### src/rtl/core_mem_stage.sv
// Memory stage: registers EX results and runs loads/stores over a req/gnt/rvalid
// data bus, producing one registered writeback result per accepted instruction.
module core_mem_stage #(
    parameter int XLEN = 32
) (
    input  logic            i_clk,
    input  logic            i_rst_n,
    input  logic            i_valid,
    input  logic [6:0]      i_opcode,
    input  logic [2:0]      i_funct3,
    input  logic [4:0]      i_rd,
    input  logic            i_reg_write,
    input  logic [XLEN-1:0] i_alu_result,
    input  logic [XLEN-1:0] i_store_data,
    output logic            o_stall,
    output logic            o_dmem_req,
    output logic            o_dmem_we,
    output logic [XLEN-1:0] o_dmem_addr,
    output logic [3:0]      o_dmem_be,
    output logic [XLEN-1:0] o_dmem_wdata,
    input  logic            i_dmem_gnt,
    input  logic            i_dmem_rvalid,
    input  logic [XLEN-1:0] i_dmem_rdata,
    output logic            o_wb_valid,
    output logic [4:0]      o_wb_rd,
    output logic            o_wb_reg_write,
    output logic [XLEN-1:0] o_wb_data,
    output logic            o_misaligned
);

    localparam logic [6:0] OP_LOAD  = 7'b0000011;
    localparam logic [6:0] OP_STORE = 7'b0100011;

    typedef enum logic [1:0] {
        S_IDLE,
        S_REQ,
        S_WAIT
    } state_t;

    state_t            state_q, state_d;
    logic [XLEN-1:0]   addr_q, addr_d;
    logic [2:0]        funct3_q, funct3_d;
    logic [4:0]        rd_q, rd_d;
    logic              reg_write_q, reg_write_d;
    logic              we_q, we_d;
    logic [3:0]        be_q, be_d;
    logic [XLEN-1:0]   wdata_q, wdata_d;
    logic              wb_valid_q, wb_valid_d;
    logic [4:0]        wb_rd_q, wb_rd_d;
    logic              wb_reg_write_q, wb_reg_write_d;
    logic [XLEN-1:0]   wb_data_q, wb_data_d;
    logic              misaligned_q, misaligned_d;

    logic              is_load, is_store, is_mem;
    logic              funct3_legal, addr_misaligned;
    logic [3:0]        st_be;
    logic [XLEN-1:0]   st_wdata;
    logic [7:0]        ld_byte;
    logic [15:0]       ld_half;
    logic [XLEN-1:0]   ld_data;

    assign is_load  = (i_opcode == OP_LOAD);
    assign is_store = (i_opcode == OP_STORE);
    assign is_mem   = is_load | is_store;

    always_comb begin
        funct3_legal = 1'b0;
        if (is_load) begin
            funct3_legal = (i_funct3 == 3'd0) || (i_funct3 == 3'd1) || (i_funct3 == 3'd2) ||
                           (i_funct3 == 3'd4) || (i_funct3 == 3'd5);
        end else if (is_store) begin
            funct3_legal = (i_funct3 == 3'd0) || (i_funct3 == 3'd1) || (i_funct3 == 3'd2);
        end
        addr_misaligned = ((i_funct3[1:0] == 2'd1) && i_alu_result[0]) ||
                          ((i_funct3[1:0] == 2'd2) && (i_alu_result[1:0] != 2'b00));
    end

    // Store lane steering: data is replicated across lanes, enables pick the target bytes.
    always_comb begin
        st_be    = 4'b0000;
        st_wdata = '0;
        if (is_store) begin
            case (i_funct3[1:0])
                2'd0: begin
                    st_be    = 4'b0001 << i_alu_result[1:0];
                    st_wdata = {4{i_store_data[7:0]}};
                end
                2'd1: begin
                    st_be    = i_alu_result[1] ? 4'b1100 : 4'b0011;
                    st_wdata = {2{i_store_data[15:0]}};
                end
                default: begin
                    st_be    = 4'b1111;
                    st_wdata = i_store_data;
                end
            endcase
        end
    end

    always_comb begin
        ld_byte = i_dmem_rdata[8*addr_q[1:0] +: 8];
        ld_half = i_dmem_rdata[16*addr_q[1] +: 16];
        case (funct3_q)
            3'd0:    ld_data = {{(XLEN-8){ld_byte[7]}}, ld_byte};
            3'd1:    ld_data = {{(XLEN-16){ld_half[15]}}, ld_half};
            3'd4:    ld_data = {{(XLEN-8){1'b0}}, ld_byte};
            3'd5:    ld_data = {{(XLEN-16){1'b0}}, ld_half};
            default: ld_data = i_dmem_rdata;
        endcase
    end

    always_comb begin
        state_d        = state_q;
        addr_d         = addr_q;
        funct3_d       = funct3_q;
        rd_d           = rd_q;
        reg_write_d    = reg_write_q;
        we_d           = we_q;
        be_d           = be_q;
        wdata_d        = wdata_q;
        wb_valid_d     = 1'b0;
        wb_rd_d        = wb_rd_q;
        wb_reg_write_d = wb_reg_write_q;
        wb_data_d      = wb_data_q;
        misaligned_d   = 1'b0;

        case (state_q)
            S_IDLE: begin
                if (i_valid) begin
                    if (!is_mem) begin
                        wb_valid_d     = 1'b1;
                        wb_rd_d        = i_rd;
                        wb_reg_write_d = i_reg_write && (i_rd != 5'd0);
                        wb_data_d      = i_alu_result;
                    end else if (!funct3_legal || addr_misaligned) begin
                        // Flagged access completes immediately with no bus traffic.
                        wb_valid_d     = 1'b1;
                        wb_rd_d        = i_rd;
                        wb_reg_write_d = 1'b0;
                        wb_data_d      = i_alu_result;
                        misaligned_d   = funct3_legal;
                    end else begin
                        state_d     = S_REQ;
                        addr_d      = i_alu_result;
                        funct3_d    = i_funct3;
                        rd_d        = i_rd;
                        reg_write_d = i_reg_write && is_load;
                        we_d        = is_store;
                        be_d        = st_be;
                        wdata_d     = st_wdata;
                    end
                end
            end
            S_REQ: begin
                if (i_dmem_gnt) begin
                    if (we_q) begin
                        state_d        = S_IDLE;
                        wb_valid_d     = 1'b1;
                        wb_rd_d        = rd_q;
                        wb_reg_write_d = 1'b0;
                    end else begin
                        state_d = S_WAIT;
                    end
                end
            end
            S_WAIT: begin
                if (i_dmem_rvalid) begin
                    state_d        = S_IDLE;
                    wb_valid_d     = 1'b1;
                    wb_rd_d        = rd_q;
                    wb_reg_write_d = reg_write_q && (rd_q != 5'd0);
                    wb_data_d      = ld_data;
                end
            end
            default: state_d = S_IDLE;
        endcase
    end

    always_ff @(posedge i_clk or negedge i_rst_n) begin
        if (!i_rst_n) begin
            state_q        <= S_IDLE;
            addr_q         <= '0;
            funct3_q       <= '0;
            rd_q           <= '0;
            reg_write_q    <= 1'b0;
            we_q           <= 1'b0;
            be_q           <= '0;
            wdata_q        <= '0;
            wb_valid_q     <= 1'b0;
            wb_rd_q        <= '0;
            wb_reg_write_q <= 1'b0;
            wb_data_q      <= '0;
            misaligned_q   <= 1'b0;
        end else begin
            state_q        <= state_d;
            addr_q         <= addr_d;
            funct3_q       <= funct3_d;
            rd_q           <= rd_d;
            reg_write_q    <= reg_write_d;
            we_q           <= we_d;
            be_q           <= be_d;
            wdata_q        <= wdata_d;
            wb_valid_q     <= wb_valid_d;
            wb_rd_q        <= wb_rd_d;
            wb_reg_write_q <= wb_reg_write_d;
            wb_data_q      <= wb_data_d;
            misaligned_q   <= misaligned_d;
        end
    end

    assign o_stall        = (state_q != S_IDLE);
    assign o_dmem_req     = (state_q == S_REQ);
    assign o_dmem_we      = we_q;
    assign o_dmem_addr    = {addr_q[XLEN-1:2], 2'b00};
    assign o_dmem_be      = be_q;
    assign o_dmem_wdata   = wdata_q;
    assign o_wb_valid     = wb_valid_q;
    assign o_wb_rd        = wb_rd_q;
    assign o_wb_reg_write = wb_reg_write_q;
    assign o_wb_data      = wb_data_q;
    assign o_misaligned   = misaligned_q;

endmodule

### config.mk
export PLATFORM = sky130hd
export DESIGN_NAME = core_mem_stage
export DESIGN_NICKNAME = d
export VERILOG_FILES = /design/src/rtl/core_mem_stage.sv
export SDC_FILE = /design/constraint.sdc
export NUM_CORES = 1
export LEC_CHECK = 0
export ABC_AREA = 1
export ABC_CLOCK_PERIOD_IN_PS = 1550
export CAP_MARGIN = 15
export CORE_UTILIZATION = 38
export CTS_BUF_LIST = sky130_fd_sc_hd__clkbuf_8
export DETAILED_ROUTE_END_ITERATION = 12
export DONT_BUFFER_PORTS = 1
export GPL_TIMING_DRIVEN = 0
export PLACE_DENSITY_LB_ADDON = 0.2
export RECOVER_POWER = 25
export SYNTH_ARGS = -nofsm -noshare
export SYNTH_HDL_FRONTEND = slang
export SYNTH_SLANG_ARGS = --single-unit
export TNS_END_PERCENT = 5
### constraint.sdc
create_clock -name i_clk -period 1.55 [get_ports i_clk]
set_input_delay 0.0775 -clock i_clk [delete_from_list [all_inputs] [get_ports i_clk]]
set_output_delay 0.0775 -clock i_clk [all_outputs]
set_load 0.02 [all_outputs]
==> flow_metrics.env, run 1 <==
export IMPL_postSynthAreaPerCell_sq_um=6.88
export IMPL_vdd_drop_max_mv=0.781
export IMPL_syn_to_final_growth_pct=34.0
export IMPL_vias_per_cell=5.04
export IMPL_synth_compound_area_share_pct=7.65
export IMPL_grt_pass1_vias=6677
export IMPL_post_route_min_period_ps=1630
export IMPL_dr_pass1_iters=5
export IMPL_ant_nets=0
export IMPL_gr_total_overflow=0
export IMPL_violations="negative hold slack, negative setup slack"
export IMPL_slew_viol_final=0
export IMPL_setup_slack_ps=-78.7
export IMPL_path_cells="inv_4, ha_4, nand4_2, buf_4, buf_6, nand3_1, nand2_1"
export IMPL_cts_made_buffers=17
export IMPL_fillers=1780
export IMPL_max_slew_margin_pct=62.7
export IMPL_clock_skew_ps=11.7
export IMPL_antenna_found_initial=0
export IMPL_synthSimpleGateAreaFrac_pct=36.1
export IMPL_synth_top_family_by_area="simple AND/OR/NAND/NOR gates"
export IMPL_synth_adder_area_share_pct=0.734
export IMPL_maxCapViolCount=0
export IMPL_portBuffers=0
export IMPL_crit_fanout=10
export IMPL_ctsHoldBuffers=101
export IMPL_clockRootBuffer="clkbuf_8"
export IMPL_clkTransAtPathRegs_ps=80
export IMPL_netlist_area_sq_mm=0.00682
export IMPL_cts_tree="yes"
export IMPL_synth_seq_area_share_pct=44.0
export IMPL_hold_path_class="primary input to async pin"
export IMPL_fmax_mhz=614
export IMPL_syn_inst=992
export IMPL_synth_seq_cells=120
export IMPL_die_area_sq_mm=0.0185
export IMPL_wl_per_cell_microns=17.1
export IMPL_setup_violations=84
export IMPL_end_kind="flop"
export IMPL_cts_sinks=120
export IMPL_drive_gt1_share_pct=15.1
export IMPL_routed_wl_mm=23.4
export IMPL_crit_path_start_kind="flop"
export IMPL_grt_start_max_net_pins=121
export IMPL_pre_cts_ws_ps=-798
export IMPL_drc=0
export IMPL_cts_htree_levels=4
export IMPL_required_ps=1890
export IMPL_arrival_ps=1970
export IMPL_num_vias=6904
export IMPL_final_cell_mix="nand2_1, dfrtp_1, dlygate4sd3_1, nand3_1, nor2_1"
export IMPL_synth_warnings=0
export IMPL_synth_mux_area_share_pct=0
export IMPL_gp_congestion=0.882
export IMPL_clockBufferDepth=2
export IMPL_ios=228
export IMPL_tightestPinTransition_ps=559
export IMPL_rows=48
export IMPL_critPathMaxStageDelay_ps=450
export IMPL_antennaDiodeCount=0
export IMPL_r2r_slack_ps=-80
export IMPL_status="complete, but fails checks"
export IMPL_power_leakage_nw=4.87
export IMPL_powerDensity_mw_per_mm2=1350
export IMPL_grt_pass1_wl_mm=35.4
export IMPL_dieWidth_microns=136
export IMPL_fin_crit_sh_pct=105
export IMPL_cpMaxStageDelayCell="dfrtp_2"
export IMPL_post_route_util_pct=52.5
export IMPL_holdWs_ps=-687
export IMPL_post_dp_hpwl_mm=16.5
export IMPL_finalHoldViolations=120
export IMPL_ys_types=29
export IMPL_die_height_microns=136
export IMPL_synth_xor_area_share_pct=0
export IMPL_crit_type="flop to flop"
export IMPL_start_util_pct=39.2
export IMPL_coreArea_sq_mm=0.0174
export IMPL_rsz0062_at_grt="yes"
export IMPL_clk_latency_ps=460
export IMPL_grt_use_total_pct=25.4
export IMPL_mostFrequentLayoutCell="nand2_1"
export IMPL_first_iter_violations=375
export IMPL_nets=1252
[cell families (layout without fill, tap and decap cells)]
logic type               count (synthesis)  after routing
AO/OA/AOI/OAI                          102            102
other                                    1              2
buffers and inverters                  162            313
AND/OR/NAND/NOR                        603            603
flip-flops                             120            120
adder cells (fa/ha/maj)                  4              4
[where the power goes]
group          total (mW)  internal (mW)  leakage, nW  switching, mW
clock network        2.95           1.53        0.204           1.43
registers            4.85           3.77         1.60           1.08
logic                4.53           1.87         3.07           2.66
[synth_stat cells]
cell type / instances / share of area [%]
nand2_1: 398 / 22
dfrtp_1: 120 / 44
nand3_1: 98 / 7.2
nor2_1: 91 / 5.0
inv_1: 69 / 3.8
o21ai_0: 47 / 3.4
a21oi_1: 45 / 3.3
buf_4: 35 / 3.9
buf_2: 23 / 1.7
clkbuf_1: 23 / 1.3
o22ai_1: 6 / 0.55
ha_1: 4 / 0.73
inv_2: 4 / 0.22
nor3_1: 4 / 0.29
buf_1: 3 / 0.17
clkinv_1: 3 / 0.17
nand4_1: 3 / 0.28
buf_6: 2 / 0.33
nand2_2: 2 / 0.18
nand3_2: 2 / 0.29
o21ai_1: 2 / 0.15
a22oi_1: 1 / 0.11
a31oi_1: 1 / 0.092
conb_1: 1 / 0.055
nand4_2: 1 / 0.18
nand4_4: 1 / 0.31
nor2_2: 1 / 0.092
nor3_4: 1 / 0.24
or2_2: 1 / 0.092
[worst max-delay path: cells and delay by family (launching register included)]
family,cells,cell delay (ps)
adder cells (fa/ha/maj),1,190
buffers and inverters,3,510
flip-flops,1,450
AND/OR/NAND/NOR,3,360
[final timing paths]
kind,end,from,cells past startpoint
min reg2reg,addr_q[9]$_DFFE_PN0P_,addr_q[9]$_DFFE_PN0P_,2
max in group asynchronous,state_q[0]$_DFFE_PN0P_,i_rst_n,0
max reg2reg,o_wb_rd[4]$_DFFE_PN0P_,state_q[1]$_DFFE_PN0P_,7
max,o_wb_rd[4]$_DFFE_PN0P_,state_q[1]$_DFFE_PN0P_,7
min in group i_clk,o_wb_data[31]$_DFFE_PN0P_,i_dmem_rdata[31],6
min,o_wb_data[24]$_DFFE_PN0P_,i_rst_n,0
[metal layers]
metal  global-route usage, %  wire length [microns]  vias to the layer above
met1                    32.5                  10200                     3253
li1                        -                      -                     3354
met2                    41.9                  11000                      266
met3                    6.23                   1850                       31
met4                    8.33                    383                        0
met5                       0                      0                        -
[through the flow]
stage          cell area, sq um  power [mW]  hold slack (ps)  std cells  setup TNS, ps
3_3_place_gp               7160        8.48             -214       1218         -41710
6_report                   9140        12.3             -687       1369          -2220
3_5_place_dp               7160        8.53             -215       1218         -42370
5_1_grt                    9140        13.1             -720       1369         -11040
2_1_floorplan              6870        7.60             -218        993          -4020
4_1_cts                    8940        12.2             -714       1364          -4110
[timing repair]
action,CTS,global route
resized for setup,100,58
pin swaps,7,6
cloned,4,2
setup buffers,10,3
endpoints found under the hold margin,233,120
setup endpoints to repair,117,118
[flip-flops by register name (all words and copies together), names as in the netlist]
register        cells
o_dmem_wdata       32
addr_q             32
o_wb_valid          1
o_wb_data          32
o_wb_rd             5
o_misaligned        1
reg_write_q         1
state_q             2
o_wb_reg_write      1
funct3_q            3
o_dmem_be           4
o_dmem_we           1
rd_q                5
[area by class of cell]
class | count | area, sq um | area share [%]
plain buffers | 85 | 704 | 7.71
clock inverters | 13 | 145 | 1.59
multi-input cells | 711 | 3180 | 34.8
clock buffers | 19 | 262 | 2.86
repair buffers | 120 | 1250 | 13.6
inverters | 76 | 317 | 3.46
flip-flops and latches | 120 | 3010 | 32.9
well taps | 225 | 282 | 3.08
Note: power is estimated with default switching activity, not from simulation.
==> run 2, diff against run 1 <==
--- a/config.mk
+++ b/config.mk
@@ -5,7 +5,6 @@
 export SDC_FILE = /design/constraint.sdc
 export NUM_CORES = 1
 export LEC_CHECK = 0
-export ABC_AREA = 1
 export ABC_CLOCK_PERIOD_IN_PS = 1550
 export CAP_MARGIN = 15
 export CORE_UTILIZATION = 38
==> run 2 against run 1 <==
  * The flow still finishes with violations (negative hold slack, negative setup slack)
  * Total power is 1.3% higher
  * Sequential share of layout area is 0.94 points higher
  * Clock power is 6% higher
  * Count of clock-buffer cells in the layout is 1 lower
  * Wire length is 8.2% lower
  * Worst setup slack worse by 360 ps
  * Maximum frequency is 18% lower
  * Final cell count is 27% lower
  * Clock skew is 0.71 ps higher
  * Worst hold slack better by 15 ps
  * Design area is 2.8% lower
  * Critical endpoint is now o_wb_data[12]$_DFFE_PN0P_
==> flow_metrics.env, run 2 <==
export IMPL_cts_tree="yes"
export IMPL_dieWidth_microns=135
export IMPL_start_util_pct=39.0
export IMPL_cpMaxStageDelayCell="dfrtp_1"
export IMPL_violations="negative hold slack, negative setup slack"
export IMPL_critPathMaxStageDelay_ps=400
export IMPL_clock_skew_ps=12.4
export IMPL_clockBufferDepth=2
export IMPL_end_kind="flop"
export IMPL_clockRootBuffer="clkbuf_8"
export IMPL_grt_pass1_wl_mm=32.1
export IMPL_antennaDiodeCount=0
export IMPL_portBuffers=0
export IMPL_synth_top_cells_by_count="dfrtp_1, mux2_2, nand2_1"
export IMPL_clk_latency_ps=440
export IMPL_cts_htree_levels=4
export IMPL_synth_warnings=0
export IMPL_ctsHoldBuffers=87
export IMPL_yosysMostFrequentCell="dfrtp_1"
export IMPL_routed_wl_mm=21.5
export IMPL_ys_types=56
export IMPL_rsz0062_at_grt="yes"
export IMPL_required_ps=1880
export IMPL_synth_seq_area_share_pct=44.4
export IMPL_cts_made_buffers=17
export IMPL_crit_buf_inv=4
export IMPL_status="complete, but fails checks"
export IMPL_synth_edf_count=0
export IMPL_drive_gt1_share_pct=32.1
export IMPL_path_delay_family="buffers and inverters"
export IMPL_finalHoldViolations=120
export IMPL_wl_per_cell_microns=21.5
export IMPL_vdd_drop_max_mv=0.657
export IMPL_first_iter_violations=346
export IMPL_synthArstFlopShare_pct=100
export IMPL_post_dp_hpwl_mm=15.1
export IMPL_setup_slack_ps=-442
export IMPL_drc=0
export IMPL_ant_nets=0
export IMPL_gp_congestion=0.839
export IMPL_synth_area_leaders="dfrtp_1, mux2_2, nand2_1, buf_4, mux2i_1"
export IMPL_post_route_min_period_ps=1990
export IMPL_coreArea_sq_mm=0.0174
export IMPL_die_height_microns=135
export IMPL_syn_inst=636
export IMPL_hold_path_class="primary input to async pin"
export IMPL_syn_to_final_growth_pct=31.3
export IMPL_tightestPinTransition_ps=564
export IMPL_crit_type="flop to flop"
export IMPL_gr_total_overflow=0
export IMPL_netlist_area_sq_mm=0.00676
export IMPL_clkTransAtPathRegs_ps=80
export IMPL_netlist_area_leader_share_pct=44.4
export IMPL_postSynthAreaPerCell_sq_um=10.6
export IMPL_arrival_ps=2320
export IMPL_setup_violations=119
export IMPL_max_slew_margin_pct=62.4
export IMPL_die_area_sq_mm=0.0183
export IMPL_crit_path_start_kind="flop"
export IMPL_holdWs_ps=-672
export IMPL_powerDensity_mw_per_mm2=1410
export IMPL_synth_seq_cells=120
export IMPL_path_cells="inv_2, ha_4, inv_6, a211o_1, a31oi_4, buf_12, buf_8, mux2_2"
export IMPL_crit_fanout=7
export IMPL_slew_viol_final=0
export IMPL_rows=48
export IMPL_synth_ff_type="dfrtp_1"
export IMPL_dr_pass1_iters=4
export IMPL_cts_sinks=120
export IMPL_dp_cells=862
export IMPL_vias_per_cell=5.41
export IMPL_synth_top_area_cell="dfrtp_1"
export IMPL_grt_pass1_vias=5808
export IMPL_ios=228
export IMPL_mostFrequentLayoutCell="dfrtp_1"
export IMPL_grt_start_max_net_pins=121
export IMPL_final_cell_mix="dfrtp_1, dlygate4sd3_1, mux2_2, nand2_1, buf_4"
export IMPL_fin_crit_sh_pct=129
export IMPL_maxCapViolCount=0
export IMPL_nets=883
export IMPL_place_area_sq_mm=0.00714
export IMPL_grt_use_total_pct=23.5
export IMPL_final_cells=1000
export IMPL_post_route_cell_area_sq_mm=0.00888
export IMPL_power_leakage_nw=4.07
export IMPL_fmax_mhz=502
export IMPL_antenna_found_initial=0
export IMPL_num_vias=5414
## run 2: cell types whose count changed after synthesis, moves of 14 or more
| cell | delta |
|---|---|
| a21oi_1 | -16 |
| o21ai_0 | -35 |
| a31oi_1 | +23 |
| nand2_1 | -321 |
| nor2_1 | -59 |
| inv_1 | -44 |
| mux2i_1 | +26 |
| buf_2 | -14 |
| mux2_2 | +100 |
| nand3_1 | -95 |
| o31a_1 | +16 |
## run 2: metal layers
| metal | vias up | global-route usage (%) | routed length [microns] |
|---|---|---|---|
| li1 | 2491 | - | - |
| met1 | 2666 | 27.2 | 8550 |
| met2 | 233 | 39.3 | 10600 |
| met3 | 24 | 8.90 | 2020 |
| met4 | 0 | 8.49 | 325 |
| met5 | - | 0 | 0 |
## run 2: area by class of cell
type / instances / area [sq um]
plain buffers: 72 / 527
clock buffers: 18 / 248
clock inverters: 14 / 183
fillers: 1546 / 8480
inverters: 27 / 110
multi-input cells: 417 / 3420
flip-flops and latches: 120 / 3000
well taps: 225 / 282
repair buffers: 107 / 1110
## run 2: worst paths after layout
path,startpoint,to,slack [ps],cells past startpoint
worst max-delay path,state_q[0]$_DFFE_PN0P_,o_wb_data[12]$_DFFE_PN0P_,-440,8
worst min register to register,addr_q[6]$_DFFE_PN0P_,addr_q[6]$_DFFE_PN0P_,510,1
worst min-delay path,i_rst_n,addr_q[21]$_DFFE_PN0P_,-670,0
worst max register to register,state_q[0]$_DFFE_PN0P_,o_wb_data[12]$_DFFE_PN0P_,-440,8
max in group asynchronous,i_rst_n,o_dmem_wdata[8]$_DFFE_PN0P_,1990,0
min in group i_clk,i_dmem_rdata[26],o_wb_data[26]$_DFFE_PN0P_,20,4
## run 2: cell families (layout without fill, tap and decap cells)
group / after synthesis / in the layout / share of synthesized area [%]
muxes: 145 / 145 / 24.3
and+or+nand+nor: 145 / 145 / 9.84
AOI/OAI and AO/OA: 120 / 120 / 12.5
DFF: 120 / 120 / 44.4
buffers and inverters: 100 / 238 / 7.99
adders and majority gates: 4 / 4 / 0.740
other: 1 / 2 / 0.0554
xor gates and xnor gates: 1 / 1 / 0.130
## run 2: per-stage QoR
stage | hold WS (ps) | setup slack (ps) | setup TNS, ps | utilization (%) | power, mW
global route | -714 | -495 | -50080 | 51.2 | 13.1
finish | -672 | -442 | -38370 | 51.2 | 12.5
detailed placement | -214 | -747 | -56710 | 41.1 | 8.45
global placement | -215 | -752 | -54790 | 41.1 | 8.35
floorplan | -218 | -364 | -23760 | - | 7.66
CTS | -707 | -459 | -44990 | 50.0 | 12.3
## run 2: power by group
| group | total (mW) | switching [mW] | internal, mW |
|---|---|---|---|
| clock | 3.14 | 1.36 | 1.78 |
| sequential | 4.94 | 1.17 | 3.77 |
| combinational | 4.42 | 1.97 | 2.45 |
| total | 12.5 | 4.49 | 8.00 |
## run 2: timing repair
action / CTS / global route
endpoints found under the setup margin: 119 / 119
buffers inserted: 13 / 4
gates resized for setup: 28 / 45
cloned: 2 / 1
pin swaps: 8 / 6
endpoints found under the hold margin: 216 / 120
==> run 3, diff against run 2 <==
--- a/config.mk
+++ b/config.mk
@@ -12,6 +12,7 @@
 export DETAILED_ROUTE_END_ITERATION = 12
 export DONT_BUFFER_PORTS = 1
 export GPL_TIMING_DRIVEN = 0
+export MAX_ROUTING_LAYER = met4
 export PLACE_DENSITY_LB_ADDON = 0.2
 export RECOVER_POWER = 25
 export SYNTH_ARGS = -nofsm -noshare
==> run 3 against run 2 <==
  * The run still ends with negative hold slack, negative setup slack left
  * Sequential cell count stayed put
  * Combinational power grew 2%
  * Total power up 0.69%
  * Sequential power hardly changed
  * Maximum frequency hardly changed
  * Utilization grew 0.11 points
  * Worst setup slack better by 1.9 ps
  * Die area is the same
  * First-iteration DRC count is 10% lower
  * Worst hold slack lost 1.0 ps
  * Non-clock buffer count stayed put
  * Wire length increased by 0.43%
  * Critical path type unchanged
  * Critical endpoint is now o_wb_data[20]$_DFFE_PN0P_
==> flow_metrics.env, run 3 (synthesized netlist as in run 2, its figures left out) <==
export IMPL_holdWs_ps=-673
export IMPL_fin_crit_sh_pct=128
export IMPL_tightestPinTransition_ps=546
export IMPL_post_route_min_period_ps=1990
export IMPL_die_height_microns=135
export IMPL_antennaDiodeCount=0
export IMPL_grt_use_total_pct=24.2
export IMPL_drive_gt1_share_pct=32.1
export IMPL_r2r_slack_ps=-440
export IMPL_end_kind="flop"
export IMPL_dieWidth_microns=135
export IMPL_mostFrequentLayoutCell="dfrtp_1"
export IMPL_cts_made_buffers=17
export IMPL_wl_per_cell_microns=21.6
export IMPL_ant_nets=0
export IMPL_gp_congestion=0.852
export IMPL_vdd_drop_max_mv=0.657
export IMPL_rows=48
export IMPL_rr_startpoint="state_q[0]$_DFFE_PN0P_"
export IMPL_status="complete, but fails checks"
export IMPL_setup_tns_final_ps=-38250
export IMPL_crit_type="flop to flop"
export IMPL_slew_viol_final=0
export IMPL_post_route_cell_area_sq_mm=0.00890
export IMPL_post_route_util_pct=51.3
export IMPL_coreArea_sq_mm=0.0174
export IMPL_drc=0
export IMPL_final_cell_mix="dfrtp_1, dlygate4sd3_1, mux2_2, nand2_1, buf_4"
export IMPL_clockRootBuffer="clkbuf_8"
export IMPL_clk_latency_ps=450
export IMPL_hold_path_class="primary input to async pin"
export IMPL_portBuffers=0
export IMPL_nets=883
export IMPL_clockBufferDepth=2
export IMPL_setup_violations=119
export IMPL_grt_pass1_vias=5806
export IMPL_first_iter_violations=310
export IMPL_arrival_ps=2310
export IMPL_cts_sinks=120
export IMPL_required_ps=1870
export IMPL_maxCapViolCount=0
export IMPL_max_slew_margin_pct=63.6
export IMPL_ctsHoldBuffers=87
export IMPL_clock_skew_ps=17.5
export IMPL_grt_start_max_net_pins=121
export IMPL_die_area_sq_mm=0.0183
export IMPL_rsz0062_at_grt="yes"
export IMPL_setup_slack_ps=-441
export IMPL_vias_per_cell=5.45
export IMPL_violations="negative hold slack, negative setup slack"
export IMPL_reg2reg_depth=8
export IMPL_crit_fanout=7
export IMPL_cts_tree="yes"
export IMPL_grt_pass1_wl_mm=32.1
export IMPL_num_vias=5448
export IMPL_routed_wl_mm=21.6
export IMPL_critPathLaunch="state_q[0]$_DFFE_PN0P_"
export IMPL_ios=228
export IMPL_clkTransAtPathRegs_ps=80
export IMPL_start_util_pct=39.0
export IMPL_dr_pass1_iters=5
export IMPL_powerDensity_mw_per_mm2=1410
export IMPL_endpoint="o_wb_data[20]$_DFFE_PN0P_"
export IMPL_antenna_found_initial=0
export IMPL_gr_total_overflow=0
export IMPL_fillers=1543
export IMPL_power_leakage_nw=4.09
export IMPL_crit_path_start_kind="flop"
export IMPL_r2r_end="o_wb_data[20]$_DFFE_PN0P_"
export IMPL_finalHoldViolations=120
export IMPL_post_dp_hpwl_mm=15.1
export IMPL_place_area_sq_mm=0.00714
export IMPL_syn_to_final_growth_pct=31.6
export IMPL_fmax_mhz=502
export IMPL_cts_htree_levels=4
run 3: worst max-delay path, cell delays in order (launching register included):
cell,delay (ps)
dfrtp_1,400
inv_2,110
ha_4,210
inv_6,70
a211o_1,290
a31oi_4,170
buf_12,170
clkbuf_16,160
mux2_4,290
run 3: worst min-delay path by stage:
stage,slack (ps),to,cells after the start,from
final,-670,addr_q[21]$_DFFE_PN0P_,0,i_rst_n
after global routing,-710,addr_q[24]$_DFFE_PN0P_,0,i_rst_n
after CTS,-710,o_dmem_be[3]$_DFFE_PN0P_,0,i_rst_n
after detailed placement,-210,addr_q[21]$_DFFE_PN0P_,0,i_rst_n
after global placement,-210,addr_q[24]$_DFFE_PN0P_,0,i_rst_n
after floorplan,-220,addr_q[0]$_DFFE_PN0P_,0,i_rst_n
run 3: final cells by class:
class / count / area [sq um] / area share (%)
clock inverters: 14 / 183 / 2.05
repair buffers: 107 / 1110 / 12.4
inverters: 27 / 110 / 1.24
well taps: 225 / 282 / 3.16
clock buffers: 18 / 248 / 2.78
plain buffers: 72 / 527 / 5.92
flip-flops and latches: 120 / 3000 / 33.8
multi-input cells: 417 / 3440 / 38.6
run 3: metal layers:
| layer | share of wire [%] | up-vias | global-route usage, % |
|---|---|---|---|
| met1 | 39 | 2704 | 27.6 |
| li1 | - | 2491 | - |
| met3 | 9.8 | 23 | 8.49 |
| met4 | 1.6 | 0 | 8.30 |
| met2 | 49 | 230 | 39.2 |
| met5 | 0 | - | - |
run 3: per-stage QoR:
step / total power [mW] / std cells / setup slack [ps]
2_1_floorplan: 7.66 / 637 / -364
3_3_place_gp: 8.35 / 862 / -752
3_5_place_dp: 8.45 / 862 / -747
4_1_cts: 12.3 / 995 / -459
5_1_grt: 13.2 / 1000 / -496
6_report: 12.6 / 1000 / -441
run 3: power breakdown:
group | internal, mW | switching (mW)
sequential | 3.77 | 1.18
combinational | 2.51 | 1.99
clock | 1.78 | 1.36
run 3: timing repair:
| action | CTS | global route |
|---|---|---|
| pin swaps | 8 | 6 |
| resized for setup | 28 | 50 |
| setup endpoints to repair | 119 | 119 |
| buffers inserted | 13 | 4 |
| hold endpoints to repair | 216 | 120 |
| cloned | 2 | 1 |
